`src/rtl/coffee_machine.sv`:
```
// coffee_machine: coin-operated coffee vending controller that sums 1/2/3 rupee coins,
// serves a cup at PRICE with change, and refunds on timeout, power loss or missing milk.
module coffee_machine #(
    parameter int PRICE   = 7,
    parameter int TIMEOUT = 3
) (
    input  logic       clk,
    input  logic       reset,
    input  logic [1:0] coin_in,
    input  logic       coin_inserted,
    input  logic       power_on,
    input  logic       milk_present,
    output logic       dispense,
    output logic [3:0] change
);
    typedef enum logic [1:0] {IDLE, COUNTING, DISPENSE, REFUND} state_t;

    localparam logic [3:0] PRICE_W   = 4'(PRICE);
    localparam logic [2:0] TIMEOUT_W = 3'(TIMEOUT);

    state_t     state_q, state_d;
    logic [3:0] total_q, total_d;
    logic [2:0] timeout_counter_q, timeout_counter_d;
    logic       accept;
    logic [3:0] sum;

    assign accept = coin_inserted && coin_in != 2'b00 && power_on &&
                    (state_q == IDLE || state_q == COUNTING);
    assign sum    = total_q + {2'b00, coin_in};

    always_ff @(posedge clk or negedge reset) begin
        if (!reset) begin
            state_q           <= IDLE;
            total_q           <= '0;
            timeout_counter_q <= '0;
        end else begin
            state_q           <= state_d;
            total_q           <= total_d;
            timeout_counter_q <= timeout_counter_d;
        end
    end

    always_comb begin
        state_d           = state_q;
        total_d           = total_q;
        timeout_counter_d = timeout_counter_q;
        case (state_q)
            IDLE: begin
                if (accept) begin
                    total_d = sum;
                    state_d = sum >= PRICE_W ? DISPENSE : COUNTING;
                end
            end
            COUNTING: begin
                if (!power_on) begin
                    state_d = REFUND;
                end else if (accept) begin
                    total_d           = sum;
                    timeout_counter_d = '0;
                    state_d           = sum >= PRICE_W ? DISPENSE : COUNTING;
                end else begin
                    timeout_counter_d = timeout_counter_q == 3'h7 ? timeout_counter_q
                                                                   : timeout_counter_q + 3'd1;
                    if (timeout_counter_q >= TIMEOUT_W) state_d = REFUND;
                end
            end
            DISPENSE: begin
                // Without milk the money is kept one more cycle so REFUND can return it
                if (milk_present) begin
                    state_d           = IDLE;
                    total_d           = '0;
                    timeout_counter_d = '0;
                end else begin
                    state_d = REFUND;
                end
            end
            default: begin
                state_d           = IDLE;
                total_d           = '0;
                timeout_counter_d = '0;
            end
        endcase
    end

    always_comb begin
        dispense = state_q == DISPENSE && milk_present;
        change   = dispense          ? total_q - PRICE_W :
                   state_q == REFUND ? total_q : 4'd0;
    end
endmodule

```
`config.mk`:
```
export PLATFORM = sky130hd
export DESIGN_NAME = coffee_machine
export DESIGN_NICKNAME = d
export VERILOG_FILES = /design/src/rtl/coffee_machine.sv
export SDC_FILE = /design/constraint.sdc
export NUM_CORES = 1
export LEC_CHECK = 0
export ABC_AREA = 1
export CAP_MARGIN = 20
export CORE_UTILIZATION = 46
export DETAILED_ROUTE_END_ITERATION = 10
export GPL_TIMING_DRIVEN = 1
export PLACE_DENSITY_LB_ADDON = 0.3
export SYNTH_ARGS = -nofsm -noshare
export SYNTH_HDL_FRONTEND = slang
export SYNTH_SLANG_ARGS = --single-unit
export TNS_END_PERCENT = 1
```
`constraint.sdc`:
```
create_clock -name clk -period 1.7 [get_ports clk]
set_input_delay 0.34 -clock clk [delete_from_list [all_inputs] [get_ports clk]]
set_output_delay 0.34 -clock clk [all_outputs]
set_load 0.01 [all_outputs]
```
==> flow_summary.json <==
{
  "status": "complete, but fails checks",
  "violations": "negative setup slack",
  "grt_overflow": 0,
  "min_period_ns": 1.76,
  "synth_common_cells": "29 x nand2_1, 13 x inv_1, 10 x nand3_1, 9 x dfrtp_1, 7 x nor2_1",
  "grt_pass1_vias": 726,
  "yosysTopAreaCell": "dfrtp_1",
  "synth_area_leaders": "dfrtp_1 31%, nand2_1 15%, ha_1 10%",
  "cts_hold_buf": 0,
  "firstDrtPassIters": 4,
  "cts_tree": "done",
  "regArea_um2": 225,
  "routedWlPerCell_um": 13.0,
  "numClockSinks": 9,
  "track_usage_pct": 24.0,
  "finalWorstSetupSlack_ns": -0.0582,
  "report.final.slew_viol_count": 0,
  "synth_edf_count": 0,
  "core_area_um2": 1380,
  "grt_setup_unrepaired": "yes",
  "fin_crit_sh_pct": 103,
  "dp_hpwl_um": 1350,
  "clk_latency_ns": 0.27,
  "synth_flop_cell": "dfrtp_1",
  "seq_area_frac_synth_pct": 31.2,
  "vias": 781,
  "max-slew-margin-rel_pct": 69.5,
  "worst-path-max-fanout": 3,
  "drtAntennaViolNets": 0,
  "internal_power_w": 0.000853,
  "p_comb_share_pct": 64.3,
  "root_buffer": "clkbuf_4",
  "cts_made_buffers": 3,
  "cap_violations": 0,
  "p_sw_w": 0.000658,
  "clkPwrFrac_pct": 11.2,
  "fmax_ghz": 0.569,
  "nNetsFinal": 150,
  "ios": 12,
  "drc_errors": 0,
  "fillers": 118,
  "synthXorXnorAreaFrac_pct": 2.43,
  "power.density_nw_per_um2": 1490,
  "multi_input_area_um2": 448,
  "drt_iter0_markers": 18,
  "syn_avg_cell_area_um2": 7.22,
  "r2r_cells": 8,
  "fin_skew_ns": 0.00702,
  "cp.depth": 8,
  "start_util_pct": 52.2,
  "rows": 13,
  "final_cell_count_no_fill": 150,
  "peakVddDrop_uv": 1120,
  "insertedDiodeCount": 0,
  "cts.clk_slew.worst_paths_ns": 0.07,
  "crit_top_cell": "nand2_1",
  "wirelength_um": 1940,
  "yosysTopAreaCellShare_pct": 31.2,
  "synth.most_common_cell": "nand2_1",
  "total_power_w": 0.00151,
  "crit_type": "flop to flop",
  "synthesis.area_um2": 722,
  "dieArea_um2": 1730,
  "arrival_ns": 1.91,
  "hold_class": "input pin to asynchronous set/reset pin",
  "worst_ep_required_time_ns": 1.85,
  "grt_pass1_wl_um": 3150,
  "die_w_um": 41.6,
  "globalplace.congestion": 0.835,
  "grt_max_degree": 10,
  "hold_viol": 0,
  "slowest_stage": "fa_1",
  "area.growth.synth_to_final_pct": 40.6,
  "synth_top_family_by_area": "simple AND/OR/NAND/NOR gates",
  "finalSetupViolations": 4,
  "synth_cell_types": 22,
  "via_per_inst": 5.21,
  "power.share.switching_pct": 43.5,
  "tightest_slew_ns": 0.457,
  "synth_compound_area_share_pct": 8.32,
  "synthMuxAreaShare_pct": 0,
  "ys_seq_elements": 9,
  "fin_area_um2": 1010,
  "synthAdderAreaFrac_pct": 13.2,
  "p_leak_nw": 0.546,
  "yosys_warnings": 0,
  "cpLargestDelayFamily": "adder cells",
  "seq_power_share_pct": 24.5,
  "crit_buf_inv": 1,
  "clockBufferDepth": 2,
  "start_kind": "flop",
  "die_height_um": 41.6,
  "dp_cells": 137,
  "drive_above_1_share_pct": 28.9,
  "pre_cts_ws_ns": -0.466,
  "h-tree-depth": 1,
  "dpl-instance-area_um2": 936,
  "endpoint_kind": "flop",
  "syn-instance-count": 100,
  "max_stage_delay_ns": 0.55,
  "ys_async_sr_fraction_pct": 100,
  "synth-simple-area-share_pct": 36.9,
  "syn_nets": 114,
  "grt_antenna_before_repair": 0,
  "port_buffers": 11,
  "crit_chain": "buf_4 > fa_1 > nand2_1 > nand3b_1 > nand3_1 > nand2_1 > nand2_1 > nand2_1"
}
-- flip-flops by register name, indices dropped and copies added (netlist names) --
signal             flops
state_q                2
total_q                4
timeout_counter_q      3
-- power groups by stage --
stage          clock network, W  logic, W  registers [W]
6_report               0.000170  0.000972       0.000370
5_1_grt                0.000190   0.00107       0.000374
4_1_cts                0.000177  0.000838       0.000374
3_5_place_dp                  0  0.000804       0.000373
3_3_place_gp                  0  0.000778       0.000365
2_1_floorplan                 0  0.000506       0.000365
-- cells in the final DEF, fill, tap and decap left out, types with 4 or more instances in the layout --
cell,netlist,layout
nand3_1,10,10
inv_1,13,11
buf_4,0,21
nand2_1,29,29
nor2_1,7,7
ha_1,6,5
buf_2,1,4
clkdlybuf4s50_1,0,4
dfrtp_1,9,9
o22ai_1,4,4
-- worst paths after layout --
path | startpoint | end | slack (ns)
max in group asynchronous | reset | state_q[0]$_DFFE_PN0P_ | 0.99
worst max-delay path | total_q[1]$_DFFE_PN0P_ | state_q[0]$_DFFE_PN0P_ | -0.06
worst min-delay path | reset | total_q[2]$_DFFE_PN0P_ | 0.39
min in group clk | timeout_counter_q[1]$_DFFE_PN0P_ | timeout_counter_q[1]$_DFFE_PN0P_ | 0.52
worst min register to register | timeout_counter_q[1]$_DFFE_PN0P_ | timeout_counter_q[1]$_DFFE_PN0P_ | 0.52
worst max register to register | total_q[1]$_DFFE_PN0P_ | state_q[0]$_DFFE_PN0P_ | -0.06
-- worst reg2reg max path, stage by stage (launching register included) --
cell	delay [ns]
dfrtp_1	0.43
buf_4	0.17
fa_1	0.55
nand2_1	0.07
nand3b_1	0.18
nand3_1	0.10
nand2_1	0.05
nand2_1	0.06
nand2_1	0.05
-- final cells by class --
class / instances / area share (%)
multi-input cells: 76 / 44.1
repair buffers: 32 / 24.0
flip-flops and latches: 9 / 22.2
inverters: 14 / 5.18
clock buffers: 4 / 2.59
well taps: 15 / 1.85
-- timing repair --
item / 4_1_cts / 5_1_grt
endpoints found under the setup margin: 7 / 4
gates resized for setup: 22 / 2
buffers inserted: 3 / 6
pin swaps: 2 / 2
-- cells by family (layout without fill, tap and decap cells) --
| logic type | after synthesis | after routing |
|---|---|---|
| AO/OA/AOI/OAI | 11 | 11 |
| XOR/XNOR | 2 | 2 |
| adder cells (fa/ha/maj) | 7 | 7 |
| buffers and inverters | 15 | 50 |
| flip-flops | 9 | 9 |
| AND/OR/NAND/NOR | 56 | 56 |
-- per-stage QoR --
step	TNS, ns	hold WS (ns)	utilization (%)
3_3_place_gp	-3.60	0.487	67.7
3_5_place_dp	-3.77	0.493	67.7
6_report	-0.128	0.386	73.4
5_1_grt	-0.415	0.423	73.4
2_1_floorplan	0	0.0444	-
4_1_cts	-0.120	0.396	70.1
-- per-layer routing --
metal  global-route usage (%)  routed length [µm]  part of all wire [%]
met1                     31.5                 898                    46
met2                     39.4                 970                    50
met3                     5.22                  61                   3.1
met4                     7.74                  12                  0.62
met5                        0                   0                     0
Note: power is estimated with default switching activity, not from simulation.
